[src/rtl/alu_seq.sv]
// ---------------------------------------------------------------------------
// alu_seq -- small sequential ALU with a multi-cycle shift-add multiplier.
//
// Single-cycle ops (ADD/SUB/AND/OR/XOR/SHL/SHR) are accepted in IDLE and
// registered at the sampling edge. MUL captures its operands, then performs
// one shift-add step per cycle for WIDTH cycles before registering the result.
//
// Ports
//   clk       in   clock, all state on rising edge
//   rst       in   synchronous active-high reset
//   start     in   execute opcode on a/b (ignored while busy)
//   opcode    in   3-bit operation select
//   a         in   A_W-bit operand, zero-extended to WIDTH
//   b         in   WIDTH-bit operand
//   busy      out  multiply in progress
//   done      out  one-cycle pulse after the result registers update
//   data_out  out  registered result (modulo 2^WIDTH)
//   zflag     out  registered zero flag of data_out
//   c         out  registered carry / borrow / overflow flag
// ---------------------------------------------------------------------------
module alu_seq #(
   parameter int WIDTH = 8,
   parameter int A_W   = 5
) (
   input  logic             clk,
   input  logic             rst,
   input  logic             start,
   input  logic [2:0]       opcode,
   input  logic [A_W-1:0]   a,
   input  logic [WIDTH-1:0] b,
   output logic             busy,
   output logic             done,
   output logic [WIDTH-1:0] data_out,
   output logic             zflag,
   output logic             c
);

   localparam int CW = (WIDTH > 2) ? $clog2(WIDTH) : 1;

   localparam logic [2:0] OP_ADD = 3'b000;
   localparam logic [2:0] OP_SUB = 3'b001;
   localparam logic [2:0] OP_AND = 3'b010;
   localparam logic [2:0] OP_OR  = 3'b011;
   localparam logic [2:0] OP_XOR = 3'b100;
   localparam logic [2:0] OP_SHL = 3'b101;
   localparam logic [2:0] OP_SHR = 3'b110;
   localparam logic [2:0] OP_MUL = 3'b111;

   generate
      if (WIDTH < 2 || WIDTH > 32) begin : g_bad_width
         $error("alu_seq: WIDTH must be in 2..32");
      end
      if (A_W < 1 || A_W > WIDTH) begin : g_bad_aw
         $error("alu_seq: A_W must be in 1..WIDTH");
      end
   endgenerate

   typedef enum logic {S_IDLE = 1'b0, S_MUL = 1'b1} state_e;

   state_e                 state_q, state_d;
   logic [WIDTH-1:0]       data_q;
   logic                   zflag_q;
   logic                   c_q;
   logic                   done_q;
   logic [2*WIDTH-1:0]     acc_q;   // partial product
   logic [2*WIDTH-1:0]     ma_q;    // multiplicand, shifted left per step
   logic [WIDTH-1:0]       mb_q;    // multiplier, shifted right per step
   logic [CW-1:0]          cnt_q;   // step index 0..WIDTH-1

   logic [WIDTH-1:0]       ext_a;
   logic [WIDTH:0]         sum_w;
   logic [WIDTH:0]         dif_w;
   logic [WIDTH-1:0]       alu_res;
   logic                   alu_c;
   logic [2*WIDTH-1:0]     mul_sum;
   logic                   last_step;

   assign ext_a = WIDTH'(a);

   // ------------------------------------------------------------------
   // Single-cycle ALU
   // ------------------------------------------------------------------
   always_comb begin
      alu_res = '0;
      alu_c   = 1'b0;
      sum_w   = {1'b0, ext_a} + {1'b0, b};
      // Top bit of the widened difference is the borrow (ext_a < b).
      dif_w   = {1'b0, ext_a} - {1'b0, b};
      case (opcode)
         OP_ADD: begin
            alu_res = sum_w[WIDTH-1:0];
            alu_c   = sum_w[WIDTH];
         end
         OP_SUB: begin
            alu_res = dif_w[WIDTH-1:0];
            alu_c   = dif_w[WIDTH];
         end
         OP_AND: alu_res = ext_a & b;
         OP_OR:  alu_res = ext_a | b;
         OP_XOR: alu_res = ext_a ^ b;
         OP_SHL: begin
            alu_res = {b[WIDTH-2:0], 1'b0};
            alu_c   = b[WIDTH-1];
         end
         OP_SHR: begin
            alu_res = {1'b0, b[WIDTH-1:1]};
            alu_c   = b[0];
         end
         default: begin
            alu_res = '0;
            alu_c   = 1'b0;
         end
      endcase
   end

   // ------------------------------------------------------------------
   // Shift-add step: the final step's sum is the complete product, so
   // the result is taken straight from mul_sum rather than waiting a
   // further cycle for acc_q.
   // ------------------------------------------------------------------
   assign mul_sum   = acc_q + (mb_q[0] ? ma_q : '0);
   assign last_step = (cnt_q == CW'(WIDTH - 1));

   // ------------------------------------------------------------------
   // FSM: state register
   // ------------------------------------------------------------------
   always_ff @(posedge clk) begin
      if (rst) state_q <= S_IDLE;
      else     state_q <= state_d;
   end

   // FSM: next state
   always_comb begin
      state_d = state_q;
      case (state_q)
         S_IDLE:  if (start && opcode == OP_MUL) state_d = S_MUL;
         S_MUL:   if (last_step)                 state_d = S_IDLE;
         default: state_d = S_IDLE;
      endcase
   end

   // FSM: outputs
   always_comb begin
      busy = (state_q == S_MUL);
   end

   // ------------------------------------------------------------------
   // Datapath and result registers
   // ------------------------------------------------------------------
   always_ff @(posedge clk) begin
      if (rst) begin
         data_q  <= '0;
         zflag_q <= 1'b0;
         c_q     <= 1'b0;
         done_q  <= 1'b0;
         acc_q   <= '0;
         ma_q    <= '0;
         mb_q    <= '0;
         cnt_q   <= '0;
      end else begin
         done_q <= 1'b0;
         case (state_q)
            S_IDLE: begin
               if (start) begin
                  if (opcode == OP_MUL) begin
                     ma_q  <= {{WIDTH{1'b0}}, ext_a};
                     mb_q  <= b;
                     acc_q <= '0;
                     cnt_q <= '0;
                  end else begin
                     data_q  <= alu_res;
                     zflag_q <= (alu_res == '0);
                     c_q     <= alu_c;
                     done_q  <= 1'b1;
                  end
               end
            end
            S_MUL: begin
               // start is not looked at here: requests while busy are dropped.
               acc_q <= mul_sum;
               ma_q  <= ma_q << 1;
               mb_q  <= mb_q >> 1;
               cnt_q <= cnt_q + CW'(1);
               if (last_step) begin
                  data_q  <= mul_sum[WIDTH-1:0];
                  zflag_q <= (mul_sum[WIDTH-1:0] == '0);
                  c_q     <= |mul_sum[2*WIDTH-1:WIDTH];
                  done_q  <= 1'b1;
               end
            end
            default: ;
         endcase
      end
   end

   assign done     = done_q;
   assign data_out = data_q;
   assign zflag    = zflag_q;
   assign c        = c_q;

   // A completion always lands in IDLE, so done and busy never overlap.
   a_done_not_busy: assert property (@(posedge clk) disable iff (rst) !(busy && done));

endmodule

[config.mk]
export PLATFORM = sky130hd
export DESIGN_NAME = alu_seq
export DESIGN_NICKNAME = d
export VERILOG_FILES = /design/src/rtl/alu_seq.sv
export SDC_FILE = /design/constraint.sdc
export NUM_CORES = 1
export LEC_CHECK = 0
export BUFFER_PORTS_ARGS = -buffer_cell sky130_fd_sc_hd__buf_2
export CAP_MARGIN = 10
export CORE_MARGIN = 4
export CORE_UTILIZATION = 30
export DETAILED_ROUTE_END_ITERATION = 8
export MAX_ROUTING_LAYER = met4
export SYNTH_ARGS = -nofsm -noshare
export SYNTH_HDL_FRONTEND = slang
export SYNTH_SLANG_ARGS = --single-unit
[constraint.sdc]
create_clock -name clk -period 3.1 [get_ports clk]
set_input_delay 0.775 -clock clk [delete_from_list [all_inputs] [get_ports clk]]
set_output_delay 0.775 -clock clk [all_outputs]
set_load 0.02 [all_outputs]
# ---- Word level (Yosys, flattened, before mapping)
# Index checks and enable logic that the tools add are counted.
dict set report totals {
  ff_bits 55
  inputBits 19
  word_cells 70
}
dict set report op_classes {
  addsub 4
  eq_ne 12
  muxes 34
  bitwise_logic 4
  reduce_logical 7
}
# op count
set ops {}
lappend ops {{two-way mux 16 bit} 5}
lappend ops {{one-hot mux 16 bit (2 select lines)} 2}
lappend ops {{one-hot mux 8 bit (7 select lines)} 1}
lappend ops {{two-way mux 8 bit} 5}
lappend ops {{one-hot mux 8 bit (2 select lines)} 2}
lappend ops {{adder 16 bit} 1}
lappend ops {{logical NOT 8 bit} 2}
lappend ops {{equality test 3 bit, second input constant} 5}
lappend ops {{two-way mux 1 bit} 11}
lappend ops {{adder 5 x 8 -> 9 bit} 1}
lappend ops {{subtractor 5 x 8 -> 9 bit} 1}
lappend ops {{bitwise AND 5 x 8 -> 8 bit} 1}
lappend ops {{OR 5 x 8 -> 8 bit} 1}
lappend ops {{one-hot mux 1 bit (2 select lines)} 4}
lappend ops {{OR reduction 8 bit} 1}
lappend ops {{bitwise XOR 5 x 8 -> 8 bit} 1}
lappend ops {{equality test 3 x 2 -> 1 bit, second input constant} 2}
lappend ops {{two-way mux 3 bit} 2}
lappend ops {{inequality test 2 bit, second input constant} 3}
lappend ops {{one-hot mux 3 bit (2 select lines)} 1}
lappend ops {{one-hot mux 1 bit (4 select lines)} 1}
lappend ops {{adder 3 x 1 -> 3 bit, second input constant} 1}
lappend ops {{equality test 3 x 1 -> 1 bit, second input constant} 1}
lappend ops {{logical NOT 3 bit} 1}
lappend ops {{other kinds (5)} 5}

# ---- Longest topological paths before layout
# Gate-level depths: netlist (run 1).
dict set report logic_depth {
  word_depth 6
  ltp_mapped 12
}

# ---- Worst setup path before layout (run 1)
# OpenSTA, ideal clock, no wires.
dict set report synth_timing {
  path_type {in2reg}
  from {in a[0]}
  to {reg zflag_q (netlist: zflag)}
  arrival_time_ns 2.751
  required_time_ns 3.029
  path_slack_ns 0.279
  cell_stages 10
  path_buffers 0
  cell_sequence {inv_1 > ha_1 > inv_1 > fa_1 > mux4_2 > o21ai_2 > nand2_1 > or4_1 > nor4_2 > o2bb2ai_1}
}
dict set report synth_between {
  elab_chain_len 6
}
# element line_no
set synth_rtl {}
lappend synth_rtl {{from (decl)} 29} ;# input logic [A_W-1:0] a,
lappend synth_rtl {{subtractor 5 x 8 -> 9 bit, or another cell as far along} 88} ;# dif_w = {1'b0, ext_a} - {1'b0, b};
lappend synth_rtl {{one-hot mux 8 bit (7 select lines) *} 89} ;# case (opcode)
lappend synth_rtl {{logical NOT 8 bit *} 172} ;# zflag_q <= (alu_res == '0);
lappend synth_rtl {{two-way mux 1 bit *} 165} ;# if (opcode == OP_MUL) begin
lappend synth_rtl {{two-way mux 1 bit *} 164} ;# if (start) begin
lappend synth_rtl {{one-hot mux 1 bit (2 select lines) *} 162} ;# case (state_q)
lappend synth_rtl {{to (signal assigned)} 172}
lappend synth_rtl {{to (signal assigned)} 186} ;# zflag_q <= (mul_sum[WIDTH-1:0] == '0);
lappend synth_rtl {{to (decl)} 62} ;# logic zflag_q;
# Mark *: on every way between the ends. The rest lies on a longest branch, timed or not. The select of a mux whose other input is x is not followed.
# A chain may end at the register's enable or synchronous reset.

# ---- Worst setup path after layout (run 1)
dict set report layout_timing {
  from {reg mb_q[0]}
  to {reg c_q (netlist: c)}
}
dict set report layout_between {
  elab_chain_len 5
}
# element line_no
set layout_rtl {}
lappend layout_rtl {{from (decl)} 67} ;# logic [WIDTH-1:0] mb_q;
lappend layout_rtl {{from (signal assigned)} 182} ;# mb_q <= mb_q >> 1;
lappend layout_rtl {{two-way mux 16 bit} 121} ;# assign mul_sum = acc_q + (mb_q[0] ? ma_q : '0);
lappend layout_rtl {{adder 16 bit} 121}
lappend layout_rtl {{OR reduction 8 bit} 187} ;# c_q <= |mul_sum[2*WIDTH-1:WIDTH];
lappend layout_rtl {{two-way mux 1 bit} 184} ;# if (last_step) begin
lappend layout_rtl {{one-hot mux 1 bit (2 select lines)} 162}
lappend layout_rtl {{to (signal assigned)} 173} ;# c_q <= alu_c;
lappend layout_rtl {{to (signal assigned)} 187}
lappend layout_rtl {{to (decl)} 63} ;# logic c_q;
# Every way passes these cells. The select of a mux whose other input is x is not followed.

==> results of run 1 <==
[worst max-delay path, stage by stage, from the launching register on]
cell	delay (ns)
dfxtp_1	0.37
and2_1	0.17
ha_1	0.20
fa_1	0.41
a21o_1	0.19
a22o_1	0.25
o41ai_4	0.30
o21ai_1	0.17
o22ai_1	0.23
xnor2_1	0.12
a211oi_1	0.28
a21oi_1	0.10
[synth_stat cells, types with 2 or more instances]
library cell / n / area [um2]
nor3_1: 9 / 45.04
nand3_1: 10 / 50.05
nor4_1: 4 / 25.02
or3_1: 2 / 12.51
a22oi_1: 4 / 30.03
xnor2_1: 13 / 113.9
and3_1: 23 / 143.9
and2_1: 19 / 118.9
nor2b_1: 6 / 37.54
nand3b_1: 4 / 30.03
buf_6: 4 / 45.04
buf_1: 2 / 7.510
clkbuf_1: 23 / 86.33
o21ai_0: 11 / 55.05
a211oi_1: 6 / 45.04
ha_1: 33 / 412.9
a221o_1: 3 / 30.03
a221oi_1: 2 / 17.52
o211ai_1: 5 / 37.54
fa_1: 3 / 60.06
nand2_1: 34 / 127.6
buf_2: 3 / 15.01
o22ai_1: 6 / 37.54
o21bai_1: 4 / 30.03
a22o_1: 3 / 26.28
a2111oi_0: 2 / 17.52
a311oi_1: 2 / 17.52
o21ai_1: 4 / 20.02
a21oi_1: 68 / 340.3
a21oi_2: 2 / 17.52
nor2_1: 86 / 322.8
xor2_1: 2 / 17.52
a21o_1: 8 / 60.06
inv_1: 20 / 75.07
mux2i_1: 12 / 120.1
dfxtp_1: 55 / 1101
[through the flow]
step                      setup slack [ns]   power, W
after floorplan                     0.2786  0.0009601
after global placement             0.07213   0.001068
after CTS                           0.1824   0.001729
final                               0.1980   0.001718
after global routing               0.02780   0.001802
after detailed placement           0.03147   0.001071
[cell type report]
type                       count  share of cell area [%]
timing repair buffer          53                   7.249
clock buffer                   6                   3.002
tap                          176                   4.761
multi-input combinational    416                   58.70
inverter                      21                   1.704
sequential                    55                   23.83
clock inverter                 2                  0.7574
[power groups by stage]
stage	Clock [W]	Sequential [W]	Combinational, W
after floorplan	0	0.000763	0.000197
after global placement	0	0.000753	0.000315
after detailed placement	0	0.000754	0.000317
after CTS	0.000673	0.000737	0.000318
after global routing	0.000707	0.000739	0.000356
final	0.000661	0.000737	0.000320
[state kept, by name, indices dropped and copies added, names as in the netlist]
name / cells
acc_q: 16
busy: 1
c: 1
cnt_q: 3
data_out: 8
done: 1
ma_q: 16
mb_q: 8
zflag: 1
[worst paths after layout]
path | startpoint | end | cells past startpoint
min | data_out[2]$_SDFFE_PP0P_ | data_out[2]$_SDFFE_PP0P_ | 2
max | mb_q[0]$_SDFFE_PP0P_ | c$_SDFFE_PP0P_ | 11
max reg2reg | mb_q[0]$_SDFFE_PP0P_ | c$_SDFFE_PP0P_ | 11
min reg2reg | data_out[2]$_SDFFE_PP0P_ | data_out[2]$_SDFFE_PP0P_ | 2
[cell families (layout without fill, tap and decap cells)]
family | Yosys count | count (layout) | synth area share, %
XOR/XNOR | 15 | 15 | 3.245
multiplexers | 15 | 15 | 4.172
AO/OA/AOI/OAI | 147 | 147 | 24.10
flip-flops | 55 | 55 | 27.19
AND/OR/NAND/NOR | 203 | 203 | 23.86
adder cells (fa/ha/maj) | 36 | 36 | 11.68
buffers and inverters | 53 | 82 | 5.748
[routing by layer]
metal  share of wire, %  routed length (um)  global-route usage [%]
met1                 47                5202                   19.85
met2                 48                5231                   24.76
met3                3.6                 396                   1.589
met4                1.5                 167                   3.970
met5                  0                   0                       -
==> reports/qor.csv, run 1 <==
metric,value,unit
post-CTS setup buffers,0,
WP data required,3.27,ns
Mapped Area,4049,um2
Syn. warnings,0,
Congestion Overflow GR,0,
Num CTS Buffers,5,
root buffer cell,clkbuf_16,
initial antenna violation count,0,
I/O Buffers,30,
area grow syn2layout,14.25,%
cell internal pwr,0.001249,W
1st-pass router iterations,5,
CORE AREA,13240,um2
Layout fillers,1415,
Detail Placement HPWL,8278,um
Initial DRC Count,267,
CTS HTree Levels,2,
layout net count,607,
setup TNS,0,ns
GRT Total Usage,15.07,%
die height,124.2,um
synthesized instance count,524,
Post-CTS Hold Buffers,0,
FF/Latch Area,1102,um2
most frequent cells in the layout,"nor2_1, a21oi_1, dfxtp_1",
Setup CP Type,register to register,
achievable frequency,344.6,MHz
"Clk Latency, worst-skew pair",0.29,ns
final core occ,34.93,%
CP arrival,3.07,ns
placed cell area,4452,um2
routed via count,3829,
post-route minimum period,2.902,ns
die area,15420,um2
critical path peak fanout,7,
reg2reg setup slack,0.20,ns
worst min path class,register to register,
drt drc,0,
Yosys cell types,63,
syn avg cell area,7.727,um2
CTS sink count,55,
Flop pwr share,42.9,%
asr flop ratio synth,0,%
vias in the first global route,3607,
first-pass GRT wire length,18330,um
largest net degree at the start of global routing,49,
Resized Gates After CTS,0,
unrepaired setup endpoints after global routing,no,
final-report hold violation count,0,
CTS tree,built,
FP Rows,42,
Routed WL,11000,um
worst-margin pin slew,0.7073,ns
Initial Utilization,30.57,%
clock network power share,38.5,%
final std cells w/o fill,729,
CP endpoint kind,register,
Post-synth EDFFs,0,
vias per inst,5.252,
"Seq/Total Area, Yosys",27.19,%
# diodes,0,
status,"finished, final reports clean",
Synth Net Count,579,
IO Count,31,
WL per Instance,15.09,um
# setup viols final,0,
worst hold slack,0.4562,ns
Worst VDD drop,0.1826,mV
final worst path period share,93.61,%
share of layout cells above drive strength 1,13.74,%
combinational power share,18.6,%
Worst setup SP type,register,
Inst Count DP,721,
die width,124.2,um
clock skew,0.006552,ns
Slew headroom,51.63,%
Sw Pwr,0.0004688,W
Sw Ratio,27.29,%
Power Dens Cells,371.3,nW/um2
CTS Buffer Depth,2,
Final ANT Viol Nets,0,
"Design Area, Final",4626,um2
Leak,2.134,nW
Max Cap Viol,0,
Clock transition at path regs,0.07,ns
"most common cell after layout, fill and taps aside",nor2_1,
Synth Register Bits,55,
Final Max Tran Viols,0,
Multi-input gate area,2715,um2
Placer Congestion,0.9667,
Post-synth top flop,dfxtp_1,
No activity file was read; power rests on OpenSTA's default activity.
==> run 2: changes to the inputs <==
Settings changed: BUFFER_PORTS_ARGS -buffer_cell sky130_fd_sc_hd__buf_2 to unset, DONT_BUFFER_PORTS set to 1.
==> run 2 against run 1 <==
- core utilization is 1.8 points lower
- sequential share of layout area is 1.3 points higher
- die area stayed put
- design area is 5.1% lower
- critical path depth stayed put
- clock skew is 0.0016 ns higher
- critical path type unchanged
- sequential power is 2% higher
- wire length is 2.7% lower
- largest power group unchanged
- clock power is 9.1% higher
- maximum frequency is 0.79% higher
- register-to-register slack better by 0.02 ns
- flip-flop and latch count stayed put
==> reports/qor.csv, run 2 (synthesis results as in run 1) <==
metric,value,unit
post-route minimum period,2.879,ns
WL per Instance,15.57,um
achievable frequency,347.3,MHz
Place WS,0.1383,ns
WP buf/inv,0,
FP Rows,42,
Placer Congestion,0.9750,
CP cell instances,and2_1 -> ha_1 -> fa_1 -> a21o_1 -> a22o_1 -> o41ai_4 -> o21ai_1 -> nor2_1 -> xnor2_1 -> nor4_1 -> a21oi_1,
CTS sink count,55,
WP data required,3.28,ns
crit path max-delay cell type,fa_1,
Final ANT Viol Nets,0,
WL met3,571,um
unrepaired setup endpoints after global routing,no,
Worst R2R Start,mb_q[0]$_SDFFE_PP0P_,
Crit. Startpoint,mb_q[0]$_SDFFE_PP0P_,
CP arrival,3.06,ns
GRT Total Usage,14.62,%
cell internal pwr,0.001282,W
CORE AREA,13240,um2
DR top layer,met4,
I/O Buffers,0,
"most common cell after layout, fill and taps aside",nor2_1,
CTS Buffer Depth,2,
Initial Utilization,30.57,%
Setup CP Type,register to register,
final worst path period share,92.88,%
vias per inst,5.294,
"CP delay by family, top",compound AO/OA/AOI/OAI gates,
# setup viols final,0,
"Clk Latency, worst-skew pair",0.29,ns
Worst VDD drop,0.2717,mV
IO Count,31,
die width,124.2,um
clock skew,0.008169,ns
initial antenna violation count,0,
combinational power share,13.3,%
vias in the first global route,3568,
CTS tree,built,
Initial DRC Count,247,
largest net degree at the start of global routing,58,
1st-pass router iterations,4,
Worst setup SP type,register,
Flop pwr share,44.3,%
biggest regs,"acc_q: 16 flops, ma_q: 16 flops",
clock network power share,42.4,%
final-report hold violation count,0,
Final Worst Setup Slack,0.2208,ns
area grow syn2layout,8.375,%
met2 wire len,5021,um
worst min path class,register to register,
most frequent cells in the layout,"nor2_1, a21oi_1, dfxtp_1",
Num CTS Buffers,5,
hold_sp,acc_q[3]$_SDFFE_PP0P_,
# diodes,0,
status,"finished, final reports clean",
critical path peak fanout,9,
worst-margin pin slew,0.7511,ns
Clock transition at path regs,0.07,ns
Congestion Overflow GR,0,
Slew headroom,49.92,%
share of layout cells above drive strength 1,6.458,%
CP endpoint kind,register,
Sw Pwr,0.0004192,W
die height,124.2,um
post-CTS setup buffers,0,
routed via count,3637,
Resized Gates After CTS,0,
Post-CTS Hold Buffers,0,
root buffer cell,clkbuf_16,
WL met1,4908,um
first-pass GRT wire length,17860,um
CTS HTree Levels,2,
die area,15420,um2
Max Cap Viol,0,
layout net count,565,
Power Dens Cells,387.7,nW/um2
Detail Placement HPWL,7970,um
CP max stage delay,0.41,ns
Routed WL,10700,um
final core occ,33.13,%
Final Max Tran Viols,0,
drt drc,0,
Leak,1.942,nW
Sw Ratio,24.64,%
setup TNS,0,ns
[run 2: worst reg2reg max path, stage by stage, from the launching register on]
cell and delay (ns):
dfxtp_1 0.39, and2_1 0.18, ha_1 0.21, fa_1 0.41
a21o_1 0.19, a22o_1 0.25, o41ai_4 0.29, o21ai_1 0.18
nor2_1 0.14, xnor2_1 0.10, nor4_1 0.31, a21oi_1 0.10
[run 2: power groups by stage]
stage	clock network, W	registers [W]	logic, W
2_1_floorplan	0	0.000763	0.000197
3_3_place_gp	0	0.000770	0.000225
3_5_place_dp	0	0.000771	0.000225
4_1_cts	0.000744	0.000754	0.000226
5_1_grt	0.000768	0.000756	0.000256
6_report	0.000721	0.000754	0.000227
[run 2: worst paths after layout]
kind | end | slack [ns] | depth (start not counted)
setup / recovery | c$_SDFFE_PP0P_ | 0.22 | 11
hold / removal | acc_q[3]$_SDFFE_PP0P_ | 0.47 | 2
setup reg to reg | c$_SDFFE_PP0P_ | 0.22 | 11
hold reg to reg | acc_q[3]$_SDFFE_PP0P_ | 0.47 | 2
[run 2: layout make-up]
| class | instances | area [um2] |
|---|---|---|
| multi-input combinational | 416 | 2715 |
| inverter | 21 | 78.83 |
| fill | 1421 | 8855 |
| clock buffer | 6 | 128.9 |
| timing repair buffer | 11 | 82.58 |
| tap | 176 | 220.2 |
| sequential | 55 | 1102 |
| clock inverter | 2 | 60.06 |
[run 2: through the flow]
| step | instance area [um2] | hold slack [ns] | cells | total power, W |
|---|---|---|---|---|
| 2_1_floorplan | 4049 | 0.4406 | 524 | 0.0009601 |
| 3_3_place_gp | 4199 | 0.4460 | 679 | 0.0009948 |
| 3_5_place_dp | 4199 | 0.4577 | 679 | 0.0009959 |
| 4_1_cts | 4388 | 0.4692 | 687 | 0.001724 |
| 5_1_grt | 4388 | 0.5043 | 687 | 0.001779 |
| 6_report | 4388 | 0.4678 | 687 | 0.001701 |
[run 2: per-layer routing]
layer / up-vias / global-route usage (%)
met1: 1712 / 19.34
li1: 1830 / -
met4: 0 / 3.970
met3: 14 / 2.134
met5: - / -
met2: 81 / 23.41
==> run 3: changes to the inputs <==
Settings changed: ABC_AREA set to 1, CORE_MARGIN 4 to unset.
==> run 3 against run 2 <==
- sequential share of layout area is 0.80 points lower
- synthesized cell count is 33% higher
- clock skew is 0.0066 ns higher
- global-route usage is 2.3 points higher
- register-to-register slack improved by 0.56 ns
- sequential power about the same
- count of clock-buffer cells in the layout is the same
- via count up 15%
- highest routed layer unchanged
- die area shrank 5.4%
- synthesized area is 4.5% higher
==> reports/qor.csv, run 3 <==
metric,value,unit
Worst R2R Start,mb_q[0]$_SDFFE_PP0P_,
unrepaired setup endpoints after global routing,no,
die area,14590,um2
CTS tree,built,
"most common cell after layout, fill and taps aside",nand2_1,
Reg-to-Reg End,zflag$_SDFFE_PP0P_,
1st-pass router iterations,5,
Congestion Overflow GR,0,
synthesized instance count,698,
I/O Buffers,0,
Syn. warnings,0,
post-CTS setup buffers,0,
WP data required,3.34,ns
setup TNS,0,ns
CTS sink count,55,
Clock transition at path regs,0.08,ns
drt drc,0,
Layout fillers,1524,
Final Worst Setup Slack,0.7827,ns
Synth Net Count,753,
Post-synth top flop,dfxtp_1,
Detail Placement HPWL,9053,um
synth top area cells,"dfxtp_1, nand2_1, ha_1",
Place WS,0.6142,ns
WL per Instance,13.44,um
post-route minimum period,2.317,ns
final-report hold violation count,0,
Hold Path Depth,2,
top-area cell type share of the netlist area,26.01,%
CTS HTree Levels,2,
status,"finished, final reports clean",
first-pass GRT wire length,19110,um
Initial Utilization,30.61,%
clock skew,0.01482,ns
worst min path class,register to register,
root buffer cell,clkbuf_16,
Routed WL,11650,um
Final Max Tran Viols,0,
achievable frequency,431.5,MHz
layout net count,741,
Max Cap Viol,0,
most frequent CP cell,nor2_1,
Worst VDD drop,0.2239,mV
FF/Latch Area,1102,um2
largest net degree at the start of global routing,44,
Yosys cell types,33,
crit path max-delay cell type,dfxtp_1,
GRT Total Usage,16.91,%
Placer Congestion,0.9500,
reg2reg setup slack,0.78,ns
final worst path period share,74.75,%
vias in the first global route,3880,
IO Count,31,
WHS Endpoint,ma_q[10]$_SDFFE_PP0P_,
Leak,2.244,nW
CORE AREA,13830,um2
"Seq/Total Area, Yosys",26.01,%
# diodes,0,
FP Rows,43,
critical path peak fanout,6,
top-count cell post-synth,nand2_1,
Post-synth top cells,"nand2_1, inv_1, nor2_1",
routed via count,4194,
# setup viols final,0,
CP arrival,2.56,ns
Num CTS Buffers,5,
Worst setup SP type,register,
Post-synth EDFFs,0,
"CP delay by family, top",simple AND/OR/NAND/NOR gates,
worst-margin pin slew,0.5288,ns
area grow syn2layout,7.065,%
share of layout cells above drive strength 1,4.076,%
reg2reg path depth,12,
asr flop ratio synth,0,%
Mapped Area,4233,um2
Resized Gates After CTS,0,
hold_sp,ma_q[9]$_SDFFE_PP0P_,
Slew headroom,64.55,%
leading area contributor after synthesis,dfxtp_1,
Synth Register Bits,55,
Post-CTS Hold Buffers,0,
CP max stage delay,0.42,ns
initial antenna violation count,0,
biggest regs,"acc_q: 16 flops, ma_q: 16 flops",
CP endpoint kind,register,
most frequent cells in the layout,"nand2_1, inv_1, nor2_1",
Initial DRC Count,215,
Setup CP Type,register to register,
worst hold slack,0.4559,ns
CP cell instances,nand2_1 -> inv_1 -> ha_1 -> fa_1 -> or2_1 -> nor3_1 -> nand2_1 -> nor2_1 -> nand3_1 -> nor2_1 -> nor2_1 -> a21oi_2,
CTS Buffer Depth,2,
Multi-input gate area,2671,um2
die height,120.8,um
WP buf/inv,1,
vias per inst,4.837,
Power Dens Cells,343.7,nW/um2
Tot Pwr,0.001558,W
die width,120.8,um
"Clk Latency, worst-skew pair",0.30,ns
Final ANT Viol Nets,0,
syn avg cell area,6.064,um2
## run 3: cell count changes after synthesis, sizes merged, moves of 7 or more
cell,previous run,this run
nand2,34,249
a21o,8,0
mux2i,12,0
nor2,86,56
a31oi,1,18
clkbuf,23,12
a21oi,70,47
and3,23,0
inv,21,95
xnor2,13,4
nand4,1,8
nand3,10,53
and2,19,2
## run 3: final cells by class
cell class                      count  area share, %
Sequential cell                    55          24.32
Clock buffer                        6          2.844
Tap cell                          180          4.970
Inverter                           95          7.869
Timing Repair Buffer                4         0.6626
Clock inverter                      2         0.3865
Multi-Input combinational cell    525          58.95
## run 3: worst max-delay path by stage
stage                                     to                  from  cells after the start  slack, ns
CTS                       zflag$_SDFFE_PP0P_  mb_q[0]$_SDFFE_PP0P_                     12       0.77
global route              zflag$_SDFFE_PP0P_  mb_q[0]$_SDFFE_PP0P_                     12       0.52
global placement    data_out[4]$_SDFFE_PP0P_                  a[0]                     12       0.63
finish                    zflag$_SDFFE_PP0P_  mb_q[0]$_SDFFE_PP0P_                     12       0.78
floorplan                 zflag$_SDFFE_PP0P_  mb_q[0]$_SDFFE_PP0P_                     14       0.69
detailed placement  data_out[4]$_SDFFE_PP0P_                  a[0]                     12       0.61
## run 3: power by group
part           switching, W  internal, W  total, W
sequential        0.0000294     0.000725  0.000754
clock              0.000274     0.000304  0.000578
combinational      0.000152    0.0000741  0.000226
## run 3: worst register-to-register path, stage by stage, from the launching register on
cell,delay (ns)
dfxtp_1,0.42
nand2_1,0.08
inv_1,0.07
ha_1,0.20
fa_1,0.42
or2_1,0.27
nor3_1,0.20
nand2_1,0.07
nor2_1,0.10
nand3_1,0.07
nor2_1,0.16
nor2_1,0.09
a21oi_2,0.13
## run 3: kinds of logic (layout without fill, tap and decap cells)
group | count (synthesis) | count (layout) | share of synthesized area, %
simple gates | 381 | 381 | 37.04
buf+inv | 118 | 107 | 10.94
compound gates | 99 | 99 | 12.98
flops | 55 | 55 | 26.01
fa+ha+maj | 36 | 36 | 11.17
xor+xnor | 9 | 9 | 1.862
## run 3: metal layers
layer / global-route usage [%] / vias up / share of wire [%]
met5: - / - / 0
met4: 3.395 / 0 / 0.90
met3: 2.877 / 9 / 4.6
met2: 26.01 / 84 / 44
met1: 23.27 / 1902 / 51
li1: - / 2199 / -
## run 3: metrics by stage
step | instances | area [um2] | util (%)
after CTS | 867 | 4532 | 32.78
after floorplan | 698 | 4233 | -
after detailed placement | 859 | 4385 | 31.72
after global placement | 859 | 4385 | 31.72
after global routing | 867 | 4532 | 32.78
final | 867 | 4532 | 32.78
